<file path="src/rtl/uart_byte_fifo_pkg.sv">
// -----------------------------------------------------------------------------
// uart_byte_fifo_pkg
// Shared constants and types for the UART echo-path byte FIFO.
//   - BYTE_W               : width of a UART byte (8)
//   - DEFAULT_DEPTH_LOG2   : default log2 of the FIFO depth (16 entries)
//   - DEFAULT_BUSY_TIMEOUT : default cycles to wait for tx_busy to rise
//   - drain_state_t        : drain FSM state encoding
// -----------------------------------------------------------------------------
package uart_byte_fifo_pkg;

  localparam int BYTE_W               = 8;
  localparam int DEFAULT_DEPTH_LOG2   = 4;
  localparam int DEFAULT_BUSY_TIMEOUT = 64;

  typedef enum logic [1:0] {
    IDLE    = 2'd0,
    SEND    = 2'd1,
    WAIT_HI = 2'd2,
    WAIT_LO = 2'd3
  } drain_state_t;

endpackage

</file>
<file path="src/rtl/uart_byte_fifo_fifo_mem_ptr.sv">
// -----------------------------------------------------------------------------
// fifo_mem_ptr
// Circular byte store with read/write pointers and an occupancy counter.
// Ports:
//   clk, reset (async, active-high)
//   wr_en, wr_data : write wr_data at the write pointer
//   rd_en          : advance the read pointer (caller guarantees !empty)
//   rd_data        : entry at the read pointer (head), combinational
//   count          : occupancy 0..DEPTH, registered
//   full, empty    : combinational decode of count
// -----------------------------------------------------------------------------
module fifo_mem_ptr
  import uart_byte_fifo_pkg::*;
#(
  parameter int DEPTH_LOG2 = DEFAULT_DEPTH_LOG2,
  parameter int DATA_W     = BYTE_W
) (
  input  logic                  clk,
  input  logic                  reset,
  input  logic                  wr_en,
  input  logic [DATA_W-1:0]     wr_data,
  input  logic                  rd_en,
  output logic [DATA_W-1:0]     rd_data,
  output logic [DEPTH_LOG2:0]   count,
  output logic                  full,
  output logic                  empty
);

  localparam int                DEPTH    = 1 << DEPTH_LOG2;
  localparam logic [DEPTH_LOG2:0] FULL_CNT = (DEPTH_LOG2 + 1)'(DEPTH);

  logic [DATA_W-1:0]     mem [DEPTH];
  logic [DEPTH_LOG2-1:0] wptr;
  logic [DEPTH_LOG2-1:0] rptr;

  // Storage carries no reset; only pointers and occupancy are control state.
  always_ff @(posedge clk) begin
    if (wr_en) mem[wptr] <= wr_data;
  end

  // Pointers wrap naturally at DEPTH. When full, a write and read in the same
  // cycle hit the same slot: the old head is read combinationally before the
  // edge and replaced by the new byte at the edge.
  always_ff @(posedge clk or posedge reset) begin
    if (reset) begin
      wptr  <= '0;
      rptr  <= '0;
      count <= '0;
    end else begin
      if (wr_en) wptr <= wptr + 1'b1;
      if (rd_en) rptr <= rptr + 1'b1;
      case ({wr_en, rd_en})
        2'b10:   count <= count + 1'b1;
        2'b01:   count <= count - 1'b1;
        default: count <= count;
      endcase
    end
  end

  assign rd_data = mem[rptr];
  assign full    = (count == FULL_CNT);
  assign empty   = (count == '0);

endmodule

</file>
<file path="src/rtl/uart_byte_fifo.sv">
// -----------------------------------------------------------------------------
// uart_byte_fifo
// Elastic byte buffer between the UART receiver and transmitter in the echo
// path. Each rising edge of the (registered) receiver ready level pushes one
// byte and pulses rx_clear; a drain FSM feeds queued bytes to the transmitter
// through the send/busy handshake.
// Ports:
//   clk, reset          : clock, async active-high reset
//   rx_data, rx_ready   : receiver byte and data-ready level
//   rx_clear            : one-cycle acknowledge to the receiver
//   tx_data, tx_send    : byte and one-cycle send pulse to the transmitter
//   tx_busy             : transmitter busy level
//   count, empty, full  : occupancy (registered) and its decodes (combinational)
//   overflow            : sticky, set when a byte is dropped
//   drop_count          : saturating dropped-byte counter, only when
//                         UART_FIFO_DROP_CNT_EN is defined
// -----------------------------------------------------------------------------
module uart_byte_fifo
  import uart_byte_fifo_pkg::*;
#(
  parameter int DEPTH_LOG2   = DEFAULT_DEPTH_LOG2,
  parameter int BUSY_TIMEOUT = DEFAULT_BUSY_TIMEOUT
) (
  input  logic                 clk,
  input  logic                 reset,
  input  logic [BYTE_W-1:0]    rx_data,
  input  logic                 rx_ready,
  output logic                 rx_clear,
  output logic [BYTE_W-1:0]    tx_data,
  output logic                 tx_send,
  input  logic                 tx_busy,
  output logic [DEPTH_LOG2:0]  count,
  output logic                 empty,
  output logic                 full,
  output logic                 overflow
`ifdef UART_FIFO_DROP_CNT_EN
  ,
  output logic [7:0]           drop_count
`endif
);

  localparam int              TO_W    = (BUSY_TIMEOUT > 1) ? $clog2(BUSY_TIMEOUT) : 1;
  localparam logic [TO_W-1:0] TO_LAST = TO_W'(BUSY_TIMEOUT - 1);

  drain_state_t      state;
  logic [TO_W-1:0]   to_cnt;
  logic              rdy_p0;
  logic              rdy_p1;
  logic              push_req;
  logic              pop;
  logic              accept;
  logic              drop;
  logic [BYTE_W-1:0] head;

`ifdef UART_FIFO_DROP_CNT_EN
  function automatic logic [7:0] sat_inc8(input logic [7:0] v);
    return (v == 8'hFF) ? v : v + 8'd1;
  endfunction
`endif

  // Pop is decided here so the capture side can see a same-cycle pop and
  // accept a byte into an otherwise full FIFO.
  assign pop      = (state == IDLE) && !empty && !tx_busy;
  assign push_req = rdy_p0 && !rdy_p1;
  assign accept   = push_req && (!full || pop);
  assign drop     = push_req && full && !pop;

  fifo_mem_ptr #(
    .DEPTH_LOG2 (DEPTH_LOG2),
    .DATA_W     (BYTE_W)
  ) u_mem (
    .clk     (clk),
    .reset   (reset),
    .wr_en   (accept),
    .wr_data (rx_data),
    .rd_en   (pop),
    .rd_data (head),
    .count   (count),
    .full    (full),
    .empty   (empty)
  );

  // ---- capture stage: p0 = registered rx_ready, p1 = its previous value ----
  always_ff @(posedge clk or posedge reset) begin
    if (reset) begin
      rdy_p0   <= 1'b0;
      rdy_p1   <= 1'b0;
      rx_clear <= 1'b0;
      overflow <= 1'b0;
    end else begin
      rdy_p0   <= rx_ready;
      rdy_p1   <= rdy_p0;
      rx_clear <= push_req;
      if (drop) overflow <= 1'b1;
    end
  end

`ifdef UART_FIFO_DROP_CNT_EN
  always_ff @(posedge clk or posedge reset) begin
    if (reset) begin
      drop_count <= 8'h00;
    end else if (drop) begin
      drop_count <= sat_inc8(drop_count);
    end
  end
`endif

  // ---- drain stage: head byte to transmitter ----
  // tx_send is registered and raised on the IDLE->SEND transition, so it is
  // high exactly during the SEND cycle. A transmitter that never raises busy
  // is abandoned after BUSY_TIMEOUT cycles in WAIT_HI; the byte is treated
  // as sent and never retried.
  always_ff @(posedge clk or posedge reset) begin
    if (reset) begin
      state   <= IDLE;
      tx_send <= 1'b0;
      tx_data <= '0;
      to_cnt  <= '0;
    end else begin
      tx_send <= 1'b0;
      case (state)
        IDLE: begin
          if (pop) begin
            tx_data <= head;
            tx_send <= 1'b1;
            state   <= SEND;
          end
        end
        SEND: begin
          to_cnt <= '0;
          state  <= WAIT_HI;
        end
        WAIT_HI: begin
          if (tx_busy) begin
            state <= WAIT_LO;
          end else if (to_cnt == TO_LAST) begin
            state <= IDLE;
          end else begin
            to_cnt <= to_cnt + 1'b1;
          end
        end
        WAIT_LO: begin
          if (!tx_busy) state <= IDLE;
        end
        default: state <= IDLE;
      endcase
    end
  end

endmodule

</file>
<file path="config.mk">
export PLATFORM = sky130hd
export DESIGN_NAME = uart_byte_fifo
export DESIGN_NICKNAME = d
export VERILOG_FILES = /design/src/rtl/uart_byte_fifo_pkg.sv /design/src/rtl/uart_byte_fifo_fifo_mem_ptr.sv /design/src/rtl/uart_byte_fifo.sv
export SDC_FILE = /design/constraint.sdc
export NUM_CORES = 1
export LEC_CHECK = 0
export BUFFER_PORTS_ARGS = -buffer_cell sky130_fd_sc_hd__buf_4
export CAP_MARGIN = 20
export CORE_ASPECT_RATIO = 0.75
export CORE_MARGIN = 5
export CORE_UTILIZATION = 40
export DETAILED_ROUTE_END_ITERATION = 7
export GPL_ROUTABILITY_DRIVEN = 1
export PLACE_DENSITY = 0.53
export SYNTH_ARGS = -nofsm -noshare
export SYNTH_HDL_FRONTEND = slang
export SYNTH_SLANG_ARGS = --single-unit
</file>
<file path="constraint.sdc">
create_clock -name clk -period 3.5 [get_ports clk]
set_input_delay 0.35 -clock clk [delete_from_list [all_inputs] [get_ports clk]]
set_output_delay 0.35 -clock clk [all_outputs]
set_load 0.02 [all_outputs]
</file>
---- After elaboration in Yosys (flattened, before gate mapping) ----
Memories as Yosys holds them, arrays and structs flattened. A register that Yosys moved wholly into a read port is not among the register bits.
Index checks and enable logic that the tools add are counted.
operators by class
  $add $sub $neg .......................... 5
  equal/unequal tests ..................... 12
  multiplexer cells ....................... 13
  reductions and logical operators ........ 19
operators with widths
  cell                                                                 count
  6-bit 2-to-1 mux                                                     2
  6-bit case mux with 2 select lines                                   1
  5-bit case mux with 2 select lines                                   1
  4-bit by 1-bit adder with 4-bit output (second input constant)       2
  2-bit 2-to-1 mux                                                     4
  2-bit inequality test (second input constant)                        4
  2-bit case mux with 4 select lines                                   1
  6-bit by 1-bit adder with 6-bit output (second input constant)       1
  2-bit == test (second input constant)                                3
  6-bit == test (second input constant)                                1
  1-bit logical AND                                                    6
  3-bit AND reduction                                                  2
  5-bit by 1-bit adder with 5-bit output (second input constant)       1
  5-bit == test (second input constant)                                1
  1-bit logical NOT                                                    5
  5-bit logical NOT                                                    1
  5-bit by 1-bit subtractor with 5-bit output (second input constant)  1
  2-bit by 1-bit == test with 1-bit output (second input constant)     2
  1-bit 2-to-1 mux                                                     4
  2-bit nonzero test                                                   2
  3-bit inequality test (second input constant)                        1
  2-bit logical NOT                                                    1
  2-bit AND reduction                                                  1
  1-bit logical OR                                                     1
storage, ports and cells
  register bits after elaboration ......... 26
  bits in writable memories ............... 128
  output and inout port bits .............. 18
  word-level logic and storage cells ...... 60
  memories ................................ 1
memory list
  name       words  bits a word  rd ports  clocked after Yosys merged registers in  write ports  RTL line                           RTL
  u_mem.mem  16     8            1         1                                        1            uart_byte_fifo_fifo_mem_ptr.sv:32  logic [DATA_W-1:0] mem [DEPTH];

---- Depth between registers and ports, before layout ----
  depth after elaboration ................. 8
  depth in mapped cells ................... 12

---- Hierarchy ----
From an unflattened synthesis, not the netlist that was laid out.
second synthesis, totals
  cells, all modules ...................... 383
  area, all modules ....................... 6,829.0 um^2
modules (own cells, without submodules)
  module          times used  cells each  area an instance (um^2)  sequential area each (um^2)
  fifo_mem_ptr    1           299         5,803.1                  4,169.0
  uart_byte_fifo  1           84          1,026.0                  525.5

---- Worst setup path after synthesis ----
Ideal clock, no wire load.
  path kind ............................... register -> register
  from .................................... reg state[1]
  to ...................................... reg u_mem.count[4]
  setup time .............................. 0.105 ns
  arrival time ............................ 2.821 ns
  slack ................................... 0.573 ns
  cell stages (with the launch flop) ...... 13
  period minus slack after synthesis ...... 2.927 ns
  cells stage by stage .................... dfrtp_1 buf_6 or3_4 a311oi_4 inv_1 ha_1 clkbuf_1 xor2_1 ha_1 o211a_1 o21ai_0 o41ai_1 nor4b_1
on the way
  cells in the longest elaborated chain, start to end .. 7
RTL lines
  element                                                                    RTL line                           RTL
  start, declared                                                            uart_byte_fifo.sv:45               drain_state_t state;
  start signal, assigned                                                     uart_byte_fifo.sv:115              state <= IDLE;
  start signal, assigned                                                     uart_byte_fifo.sv:126              state <= SEND;
  start signal, assigned                                                     uart_byte_fifo.sv:131              state <= WAIT_HI;
  2-bit logical NOT (*)                                                      uart_byte_fifo.sv:63               assign pop = (state == IDLE) && !empty && !tx_busy;
  1-bit logical AND (*) (2 in series)                                        uart_byte_fifo.sv:63
  1-bit logical OR                                                           uart_byte_fifo.sv:65               assign accept = push_req && (!full || pop);
  1-bit logical AND                                                          uart_byte_fifo.sv:65
  2-bit by 1-bit == test with 1-bit output or 2-bit == test (tied branches)  uart_byte_fifo_fifo_mem_ptr.sv:52  case ({wr_en, rd_en})
  5-bit case mux with 2 select lines or 2-bit nonzero test (tied branches)   -
  end signal, assigned                                                       uart_byte_fifo_fifo_mem_ptr.sv:53  2'b10: count <= count + 1'b1;
  end signal, assigned                                                       uart_byte_fifo_fifo_mem_ptr.sv:54  2'b01: count <= count - 1'b1;
  end signal, assigned                                                       uart_byte_fifo_fifo_mem_ptr.sv:55  default: count <= count;
  end, declared                                                              uart_byte_fifo_fifo_mem_ptr.sv:24  output logic [DEPTH_LOG2:0] count,
Mark *: on every way between the ends. The rest lies on a longest branch, timed or not.
A chain may end at the register's enable or synchronous reset.

---- Final worst setup path ----
  from .................................... reg u_mem.count[1]
  to ...................................... reg u_mem.count[4]
on the way
  cells in the longest elaborated chain, start to end .. 8
RTL lines
  element                                                                    RTL line                           RTL
  5-bit logical NOT (*)                                                      uart_byte_fifo_fifo_mem_ptr.sv:62  assign empty = (count == '0);
  1-bit logical NOT (*)                                                      uart_byte_fifo.sv:63
  1-bit logical AND (*) (2 in series)                                        uart_byte_fifo.sv:63
  via pop                                                                    uart_byte_fifo.sv:50               logic pop;
  1-bit logical OR                                                           uart_byte_fifo.sv:65
  1-bit logical AND                                                          uart_byte_fifo.sv:65
  2-bit by 1-bit == test with 1-bit output or 2-bit == test (tied branches)  uart_byte_fifo_fifo_mem_ptr.sv:52
  5-bit case mux with 2 select lines or 2-bit nonzero test (tied branches)   -
Mark *: on every way through the listed nets, which the timed path passes. The rest lies on a longest branch.

==> summary.txt <==
==================================================================================
Number of violations of the max-capacitance limit                                0
Clock Sink Count                                                               162
Post-synth EDFFs                                                               128
Power consumption                                                          6292 uW
Cell mode on critical path                                                    ha_1
Initial core utilization                                                    0.4036
Number of antenna diodes                                                         0
DIE HEIGHT                                                                122.1 um
Biggest area contributors in the synthesized netlist                  edfxtp_1 57%, dfrtp_1 13%, mux4_2 11%
Final routed wire length divided by cell count                            20.55 um
NumNets Final                                                                  449
Total placed instance area                                            0.007187 mm2
Async S/R FF share, synth                                                   0.2099
Tightest Pin Transition                                                   851.1 ps
CP Cell Sequence                                                      nor4_2 -> a21o_2 -> inv_1 -> ha_1 -> xor2_1 -> ha_1 -> o211a_1 -> o21ai_0 -> o41ai_1 -> nor4b_1
Main flop type after synthesis                                            edfxtp_1
Largest stage delay on the critical path                                    540 ps
Latest clock arrival within the worst-skew pair                             430 ps
Share of the clock period used by the worst path after layout               0.8499
Power Density                                                         799.8 mW/mm2
Initial drt markers                                                            225
Worst min-delay path class                                               in -> reg
Final wirelength                                                          13.46 mm
Clk_skew                                                                  12.20 ps
Number of failing setup endpoints in the final timing report                     0
Number of cells after detailed placement                                       621
Post-synthesis sequential area ratio                                        0.6999
Synthesis-stage register bit count                                             162
Commonest cells in the netlist                                        128 x edfxtp_1, 34 x dfrtp_1, 32 x mux4_2
First-pass GRT wire length                                                21.18 mm
Clock Tree Root                                                          clkbuf_16
Number of synthesis warnings                                                     0
Run status                                                            finished clean
Placement Rows                                                                  41
Number of buffers added for setup after CTS                                      0
Vias in the first global route                                                3520
Largest voltage drop on the vdd net                                    0.0003322 V
Worst Path Required                                                        3820 ps
Area growth from synthesis to layout                                        17.27%
Detail Placement HPWL                                                     8.922 mm
Final Critical Period                                                      2975 ps
Worst Path Buf+Inv                                                               1
Overall die width                                                         159.5 um
Count of pins on the block boundary                                             30
TritonCTS clock tree                                                          done
Setup crit end kind                                                       register
Number of remaining DRC errors                                                   0
Number of buffers inserted during clock tree synthesis                          17
Worst-path cell with the longest stage delay                                nor4_2
CP Max Fanout                                                                   10
Pin count of the biggest net entering global routing                            26
Quantity of I/O buffers inserted on ports                                       29
Fmax                                                                    0.3362 GHz
Most repeated cell in the gate-level netlist after synthesis              edfxtp_1
Total die area                                                         0.01949 mm2
Path type of the worst setup path                                       reg -> reg
GRT Util Overall                                                            0.1482
Global-route congestion overflow total                                           0
Max clock buf depth                                                              2
Max-slew violation count                                                         0
Deepest level of the CTS H-tree                                                  4
Fin. Hold Viols                                                                  0
Share of final-layout standard cells stronger than drive strength 1         0.2614
Library cell with the largest summed area after synthesis                 edfxtp_1
CTS clk-pin slew, worst paths                                                70 ps
Setup repair after global routing missed its margin                          false
Setup Total Neg Slack                                                         0 ps
Final Cell Area                                                       0.007866 mm2
WP data arrival                                                            3300 ps
Slew HR                                                                     0.4326
Post-synth top area share                                                   0.5730
Detailed-router iteration count before antenna repair                            4
Placeable Area                                                         0.01662 mm2
RePlAce Congestion                                                          0.7676
Net Count, Synth                                                               407
Post-route ant nets                                                              0
Initial antenna violation count                                                  0
Cell leakage power                                                     0.002852 uW
Post-synth cell types                                                           45
Number of vias in the routed layout                                           3410
Post-synthesis instance area                                          0.006708 mm2
Per-cell via count in the routed design                                      5.206
Final std cells w/o fill                                                       655
Startpoint type of the worst setup path                                   register
Synthesized instance count                                                     385
Avg Cell Area, Syn                                                       17.42 um2
Gate family responsible for the most delay along the worst path       simple AND/OR/NAND/NOR gates
==================================================================================
[area by class of cell]
type,count,area [um2]
Sequential cell,162,4696
Clock buffer,18,439.2
Fill cell,1430,8755
Timing Repair Buffer,43,357.8
Tap cell,215,269.0
Multi-Input combinational cell,186,1838
Clock inverter,14,202.7
Inverter,17,63.81
[cell usage in the layout (no fill, tap or decap), types with 10 or more instances in the layout]
| cell type | count |
|---|---|
| a21oi_1 | 12 |
| and2_1 | 14 |
| mux4_2 | 32 |
| inv_1 | 17 |
| nand2_1 | 14 |
| ha_1 | 10 |
| dfrtp_1 | 33 |
| clkbuf_16 | 17 |
| nor2_1 | 14 |
| buf_4 | 40 |
| nor2b_1 | 11 |
| edfxtp_1 | 128 |
[sequential cells by signal (all words and copies together), names as in the netlist]
register     flops
overflow         1
rdy_p0           1
rdy_p1           1
rx_clear         1
state            2
to_cnt           6
tx_data          8
tx_send          1
u_mem.count      5
u_mem.mem      128
u_mem.rptr       4
u_mem.wptr       4
[per-stage QoR]
stage | util | hold WS (ps) | worst slack, ps
final | 0.4733 | 25.13 | 525.5
after global routing | 0.4733 | 11.54 | 340.0
after CTS | 0.4710 | 4.299 | 552.3
after detailed placement | 0.4324 | 369.5 | 567.9
after global placement | 0.4324 | 368.0 | 644.1
after floorplan | - | 353.7 | 573.4
[routing by layer]
layer,share of wire,vias to the layer above,track usage,wire [um]
met1,0.49,1755,0.2138,6599
li1,-,1574,-,-
met5,0,-,0,0
met4,0.012,0,0.04955,166
met2,0.45,71,0.2222,6048
met3,0.048,10,0.03652,645
[cells by family (layout without fill, tap and decap cells)]
logic type | after synthesis | count (layout) | synth area share
AND/OR/NAND/NOR | 75 | 75 | 0.06454
flip-flops | 162 | 162 | 0.6999
multiplexers | 42 | 42 | 0.1226
buffers and inverters | 37 | 92 | 0.02611
XOR/XNOR | 12 | 12 | 0.01567
adder cells (fa/ha/maj) | 10 | 10 | 0.01865
AO/OA/AOI/OAI | 47 | 47 | 0.05261
[worst paths after layout]
| path | slack, ps | startpoint | end | cells past startpoint |
|---|---|---|---|---|
| setup / recovery | 530 | u_mem.count[1] | u_mem.count[4] | 10 |
| hold / removal | 30 | rx_ready | rdy_p0 | 1 |
| hold reg to reg | 380 | rdy_p0 | rdy_p1 | 0 |
| setup reg to reg | 530 | u_mem.count[1] | u_mem.count[4] | 10 |
| max in group asynchronous | 2450 | reset | tx_data[5] | 5 |
| min in group asynchronous | 400 | reset | u_mem.count[3] | 3 |
[repair_timing]
action	4_1_cts	5_1_grt
endpoints found under the hold margin	0	3
resized for setup	0	0
setup endpoints to repair	0	0
hold buffers	0	1
[power breakdown]
part | switching (uW) | leakage, uW | internal [uW] | total [uW]
registers | 324 | 0.00158 | 2310 | 2630
logic | 813 | 0.000964 | 860 | 1670
clock network | 764 | 0.000311 | 1220 | 1990
total | 1900 | 0.00285 | 4390 | 6290
Power figures use the tool's default switching activity.
